File: src/rtl/pipe_skid_reg.sv
// Two-entry pipeline skid register with synchronous flush and flushed-entry counter.
// The main register drives out_data; the skid register catches one extra entry
// so in_ready can come straight from a flop without losing data under backpressure.

// Property checker: watches the observable handshake and data-stability rules.
module pipe_skid_reg_chk #(
  parameter int unsigned       DATA_W  = 64,
  parameter logic [DATA_W-1:0] RST_VAL = {DATA_W{1'b0}}
) (
  input logic              clk,
  input logic              reset,
  input logic              flush,
  input logic              in_ready,
  input logic              out_valid,
  input logic              out_ready,
  input logic [DATA_W-1:0] out_data,
  input logic [1:0]        occupancy
);

  // Occupancy never encodes more than two held entries.
  a_occ_range: assert property (@(posedge clk) disable iff (!reset)
    occupancy != 2'd3);

  // out_valid mirrors a non-zero occupancy.
  a_valid_occ: assert property (@(posedge clk) disable iff (!reset)
    out_valid == (occupancy != 2'd0));

  // Empty output always presents the reset value.
  a_empty_data: assert property (@(posedge clk) disable iff (!reset)
    !out_valid |-> (out_data == RST_VAL));

  // A full block never advertises readiness.
  a_full_not_ready: assert property (@(posedge clk) disable iff (!reset)
    (occupancy == 2'd2) |-> !in_ready);

  // A stalled valid output holds until the consumer takes it or a flush.
  a_hold_stall: assert property (@(posedge clk) disable iff (!reset)
    (out_valid && !out_ready && !flush) |=> (out_valid && $stable(out_data)));

endmodule

module pipe_skid_reg #(
  parameter int unsigned       DATA_W  = 64,
  parameter logic [DATA_W-1:0] RST_VAL = {DATA_W{1'b0}},
  parameter int unsigned       CNT_W   = 8
) (
  input  logic              clk,
  input  logic              reset,
  input  logic              in_valid,
  output logic              in_ready,
  input  logic [DATA_W-1:0] in_data,
  output logic              out_valid,
  input  logic              out_ready,
  output logic [DATA_W-1:0] out_data,
  input  logic              flush,
  output logic [1:0]        occupancy,
  output logic [CNT_W-1:0]  flush_cnt
);

  typedef enum logic [1:0] {
    ST_EMPTY = 2'd0,
    ST_ONE   = 2'd1,
    ST_TWO   = 2'd2
  } state_e;

  // Saturating add of a small discard count onto the flush counter.
  function automatic logic [CNT_W-1:0] sat_add(
    input logic [CNT_W-1:0] a,
    input logic [1:0]       b
  );
    logic [CNT_W+1:0] sum;
    sum = {2'b00, a} + {{CNT_W{1'b0}}, b};
    if (sum > {2'b00, {CNT_W{1'b1}}}) begin
      sat_add = {CNT_W{1'b1}};
    end else begin
      sat_add = sum[CNT_W-1:0];
    end
  endfunction

  state_e              r_state;
  logic [DATA_W-1:0]   r_main;
  logic [DATA_W-1:0]   r_skid;
  logic                r_main_vld;
  logic                r_skid_vld;
  logic                r_in_ready;
  logic [CNT_W-1:0]    r_flush_cnt;

  state_e              w_state_nxt;
  logic [DATA_W-1:0]   w_main_nxt;
  logic [DATA_W-1:0]   w_skid_nxt;
  logic                w_in_fire;
  logic                w_out_fire;
  logic [1:0]          w_occ;
  logic [1:0]          w_flush_add;
  logic [CNT_W-1:0]    w_flush_cnt_nxt;

  // Outputs come straight from flops; occupancy is decoded from the two valid bits.
  assign in_ready  = r_in_ready;
  assign out_valid = r_main_vld;
  assign out_data  = r_main;
  assign w_occ     = {r_skid_vld, r_main_vld & ~r_skid_vld};
  assign occupancy = w_occ;
  assign flush_cnt = r_flush_cnt;

  // Next-state and next-data decode; flush overrides every handshake.
  always_comb begin
    w_in_fire   = in_valid & r_in_ready;
    w_out_fire  = r_main_vld & out_ready;
    w_state_nxt = r_state;
    w_main_nxt  = r_main;
    w_skid_nxt  = r_skid;
    if (flush) begin
      w_state_nxt = ST_EMPTY;
      w_main_nxt  = RST_VAL;
      w_skid_nxt  = RST_VAL;
    end else begin
      case (r_state)
        ST_EMPTY: begin
          if (w_in_fire) begin
            w_state_nxt = ST_ONE;
            w_main_nxt  = in_data;
          end else begin
            w_state_nxt = ST_EMPTY;
          end
        end
        ST_ONE: begin
          if (w_in_fire && w_out_fire) begin
            w_state_nxt = ST_ONE;
            w_main_nxt  = in_data;
          end else if (w_in_fire) begin
            w_state_nxt = ST_TWO;
            w_skid_nxt  = in_data;
          end else if (w_out_fire) begin
            w_state_nxt = ST_EMPTY;
            w_main_nxt  = RST_VAL;
          end else begin
            w_state_nxt = ST_ONE;
          end
        end
        ST_TWO: begin
          // in_ready is low here, so only the output side can move.
          if (w_out_fire) begin
            w_state_nxt = ST_ONE;
            w_main_nxt  = r_skid;
            w_skid_nxt  = RST_VAL;
          end else begin
            w_state_nxt = ST_TWO;
          end
        end
        default: begin
          w_state_nxt = ST_EMPTY;
          w_main_nxt  = RST_VAL;
          w_skid_nxt  = RST_VAL;
        end
      endcase
    end
  end

  // Discard count for a flush: held entries minus one that leaves in the same edge.
  always_comb begin
    w_flush_add     = w_occ - {1'b0, w_out_fire};
    w_flush_cnt_nxt = r_flush_cnt;
    if (flush) begin
      w_flush_cnt_nxt = sat_add(r_flush_cnt, w_flush_add);
    end else begin
      w_flush_cnt_nxt = r_flush_cnt;
    end
  end

  // State register with the per-register valid bits derived from the next state.
  always_ff @(posedge clk or negedge reset) begin
    if (!reset) begin
      r_state    <= ST_EMPTY;
      r_main_vld <= 1'b0;
      r_skid_vld <= 1'b0;
    end else begin
      r_state    <= w_state_nxt;
      r_main_vld <= (w_state_nxt != ST_EMPTY);
      r_skid_vld <= (w_state_nxt == ST_TWO);
    end
  end

  // Payload registers: main feeds out_data, skid holds the overflow entry.
  always_ff @(posedge clk or negedge reset) begin
    if (!reset) begin
      r_main <= RST_VAL;
      r_skid <= RST_VAL;
    end else begin
      r_main <= w_main_nxt;
      r_skid <= w_skid_nxt;
    end
  end

  // Registered ready: low through reset, then high unless the next state is full.
  always_ff @(posedge clk or negedge reset) begin
    if (!reset) begin
      r_in_ready <= 1'b0;
    end else begin
      r_in_ready <= (w_state_nxt != ST_TWO);
    end
  end

  // Flushed-entry counter; reset clears it, flush adds with saturation.
  always_ff @(posedge clk or negedge reset) begin
    if (!reset) begin
      r_flush_cnt <= {CNT_W{1'b0}};
    end else begin
      r_flush_cnt <= w_flush_cnt_nxt;
    end
  end

  pipe_skid_reg_chk #(
    .DATA_W  (DATA_W),
    .RST_VAL (RST_VAL)
  ) u_chk (
    .clk       (clk),
    .reset     (reset),
    .flush     (flush),
    .in_ready  (in_ready),
    .out_valid (out_valid),
    .out_ready (out_ready),
    .out_data  (out_data),
    .occupancy (occupancy)
  );

endmodule

File: config.mk
export PLATFORM = sky130hd
export DESIGN_NAME = pipe_skid_reg
export DESIGN_NICKNAME = d
export VERILOG_FILES = /design/src/rtl/pipe_skid_reg.sv
export SDC_FILE = /design/constraint.sdc
export NUM_CORES = 1
export LEC_CHECK = 0
export BUFFER_PORTS_ARGS = -buffer_cell sky130_fd_sc_hd__buf_4
export CAP_MARGIN = 20
export CORE_ASPECT_RATIO = 1.4
export CORE_UTILIZATION = 56
export CTS_BUF_LIST = sky130_fd_sc_hd__clkbuf_8
export DETAILED_ROUTE_END_ITERATION = 8
export PLACE_DENSITY = 0.83
export SLEW_MARGIN = 20
export SYNTH_ARGS = -nofsm -noshare
export SYNTH_HDL_FRONTEND = slang
export SYNTH_HIERARCHICAL = 1
export SYNTH_SLANG_ARGS = --single-unit
File: constraint.sdc
create_clock -name clk -period 2.8 [get_ports clk]
set_input_delay 0.56 -clock clk [delete_from_list [all_inputs] [get_ports clk]]
set_output_delay 0.56 -clock clk [all_outputs]
set_load 0.02 [all_outputs]
==> flow_metrics.py <==
metrics = {
    "detailed_routing": {
        "drt_iter0_markers": 392,
        "dr.pass1.iters": 5,
        "wl_per_cell_um": 17.9,
        "detail_route.vias_per_cell": 5.83,
        "via_count": 5064,
        "postRouteAntennaNets": 0,
        "drc": 0,
        "wl_um": 15500,
    },
    "yosys": {
        "synth_ff_type": "dfrtp_1",
        "syn-cell-area_mm2": 0.00648,
        "synthArstFlopShare_pct": 100,
        "yosysSeqAreaShare_pct": 54.5,
        "yosys_register_bits": 141,
        "synth_edf_count": 0,
        "syn_inst": 580,
        "yosys_warnings": 6,
        "syn-num-nets": 655,
        "ys_types": 34,
        "avgSynthCellArea_um2": 11.2,
    },
    "sta": {
        "timing.setup.tns_ns": 0,
        "fin_crit_sh_pct": 88.3,
        "fin_skew_ns": 0.0125,
        "setup_viol": 0,
        "worst_pin_slew_ns": 0.746,
        "drv_slew": 0,
        "max_freq_mhz": 405,
        "hold_slack_ns": 0.104,
        "rsz0062_at_grt": "no",
        "period_minus_slack_ns": 2.47,
        "max_slew_margin_pct": 50.3,
        "finalHoldViolCount": 0,
    },
    "worst_setup_path": {
        "cp_slowest_stage_delay_ns": 0.44,
        "worstPathCellList": "nand2_1 > inv_1 > ha_1 > inv_1 > ha_1 > inv_1 > fa_1 > nor2b_1 > and2_1 > and3_1 > a21oi_1",
        "end_kind": "register",
        "rr_endpoint": "flush_cnt[4]$_DFFE_PN0P_",
        "rrSetupSlack_ns": 0.33,
        "crit_family": "adder cells",
        "cp_max_fo": 5,
        "critPathBufInv": 3,
        "critPathKind": "register to register",
        "slowest_stage": "dfrtp_1",
        "worstPathArrival_ns": 2.79,
        "worstReg2RegStart": "out_valid$_DFF_PN0_",
        "worst-r2r-cell-count": 11,
        "worstPathRequired_ns": 3.12,
        "cpMostUsedCell": "inv_1",
        "crit_path_start_kind": "register",
    },
    "power_and_ir_drop": {
        "peakVddDrop_uv": 510,
        "leakage_nw": 3.93,
        "p_per_area_mw_per_mm2": 675,
        "power_mw": 5.45,
    },
    "clock_network": {
        "clk_pin_slew_ns": 0.08,
        "cts_buffers": 17,
        "clock_path_buffers": 2,
        "cts_tree": "done",
        "clk_latency_ns": 0.44,
        "cts_root_buf": "clkbuf_8",
        "cts_resized": 0,
        "hold_buffers": 0,
        "clock_sinks": 141,
        "h-tree-depth": 4,
        "post_cts.repair.setup_buffers": 0,
    },
    "placed_design": {
        "io_buffer_count": 144,
        "place_hpwl_um": 10000,
        "gp_congestion": 0.814,
    },
    "cells_and_area": {
        "final_cell_mix": "buf_4 (148), dfrtp_1 (141), nand2_1 (76)",
        "syn_to_final_growth_pct": 24.7,
        "seqCellArea_mm2": 0.00353,
        "fin_nets": 787,
        "multi_input_area_mm2": 0.00242,
        "drive_gt1_share_pct": 26.8,
        "fillers": 830,
        "antenna_cells": 0,
        "final_common_cell": "buf_4",
    },
    "global_route": {
        "grt_max_degree": 73,
        "grt_pass1_vias": 5235,
        "antenna_found_initial": 0,
        "grt_overflow": 0,
        "grt_use_total_pct": 27.3,
        "grt_pass1_wl_um": 25700,
    },
    "floorplanning": {
        "design.core.area_mm2": 0.0113,
        "die_w_um": 92.9,
        "die_y_um": 129,
        "io_pins": 145,
        "num_rows": 46,
        "start_util_pct": 57.4,
        "design.die.area_mm2": 0.0120,
    },
    "min_path": {
        "worstHoldPathType": "input port to async pin",
    },
    "status": {
        "status": "finished, final reports clean",
    },
    "job": {
        "maxCapViolations": 0,
    },
}
cell families (layout without fill, tap and decap cells):
group | after synthesis | after routing | synth area share (%)
AO/OA/AOI/OAI | 147 | 147 | 18.5
XOR/XNOR | 3 | 3 | 0.406
adder cells (fa/ha/maj) | 6 | 6 | 1.27
buffers and inverters | 116 | 261 | 8.73
flip-flops | 141 | 141 | 54.5
multiplexers | 65 | 65 | 10.1
AND/OR/NAND/NOR | 102 | 102 | 6.60
where the power goes:
group / total (mW) / internal, mW / switching [mW]
sequential: 2.39 / 2.23 / 0.158
combinational: 1.24 / 0.515 / 0.721
clock: 1.83 / 1.02 / 0.807
total: 5.45 / 3.77 / 1.69
cells in the mapped netlist (2+ instances only):
library cell / n / share of area, %
xnor2_1: 2 / 0.27
inv_1: 75 / 4.3
a22oi_1: 64 / 7.4
nor2_1: 8 / 0.46
buf_2: 11 / 0.85
nand3_1: 2 / 0.15
o2bb2ai_1: 64 / 8.7
dfrtp_1: 141 / 54
ha_1: 5 / 0.97
buf_6: 12 / 2.1
o21ai_0: 3 / 0.23
mux2i_1: 64 / 9.9
nand3b_1: 2 / 0.23
nand2_1: 76 / 4.4
a31oi_1: 2 / 0.19
and3_1: 2 / 0.19
clkbuf_1: 11 / 0.64
buf_4: 7 / 0.81
nor2b_1: 7 / 0.68
a21oi_1: 8 / 0.62
layout make-up:
cell class / count / area share, %
multi-input combinational: 323 / 29.9
sequential: 141 / 43.7
inverter: 75 / 3.48
clock inverter: 13 / 2.32
timing repair buffer: 154 / 15.1
clock buffer: 19 / 3.24
tap: 144 / 2.23
per-stage QoR:
stage	utilization [%]	instances	worst slack [ns]	cell area, um2
6_report	71.6	869	0.328	8080
5_1_grt	71.6	869	0.127	8080
4_1_cts	71.6	869	0.335	8080
3_5_place_dp	67.6	837	0.146	7630
3_3_place_gp	67.6	837	0.236	7630
2_1_floorplan	-	580	0.215	6480
routing by layer:
layer / global-route usage, % / part of all wire, % / wire, um / vias to the layer above
li1: - / - / - / 2287
met3: 6.10 / 4.5 / 696 / 32
met1: 32.9 / 40 / 6140 / 2565
met4: 9.77 / 2.3 / 363 / 0
met5: 0 / 0 / 0 / -
met2: 47.9 / 54 / 8340 / 180
registers in the layout, indices dropped and copies added (netlist names):
name        flops
out_data       64
r_state         2
out_valid       1
r_skid_vld      1
r_skid         64
flush_cnt       8
in_ready        1
how the worst max path moves through the flow:
stage / endpoint / cells past startpoint / startpoint
2_1_floorplan: flush_cnt[4]$_DFFE_PN0P_ / 11 / out_valid$_DFF_PN0_
3_3_place_gp: flush_cnt[4]$_DFFE_PN0P_ / 12 / out_ready
3_5_place_dp: flush_cnt[4]$_DFFE_PN0P_ / 12 / out_ready
4_1_cts: flush_cnt[4]$_DFFE_PN0P_ / 11 / out_valid$_DFF_PN0_
5_1_grt: flush_cnt[4]$_DFFE_PN0P_ / 11 / out_valid$_DFF_PN0_
6_report: flush_cnt[4]$_DFFE_PN0P_ / 11 / out_valid$_DFF_PN0_
No activity file was read; power rests on OpenSTA's default activity.
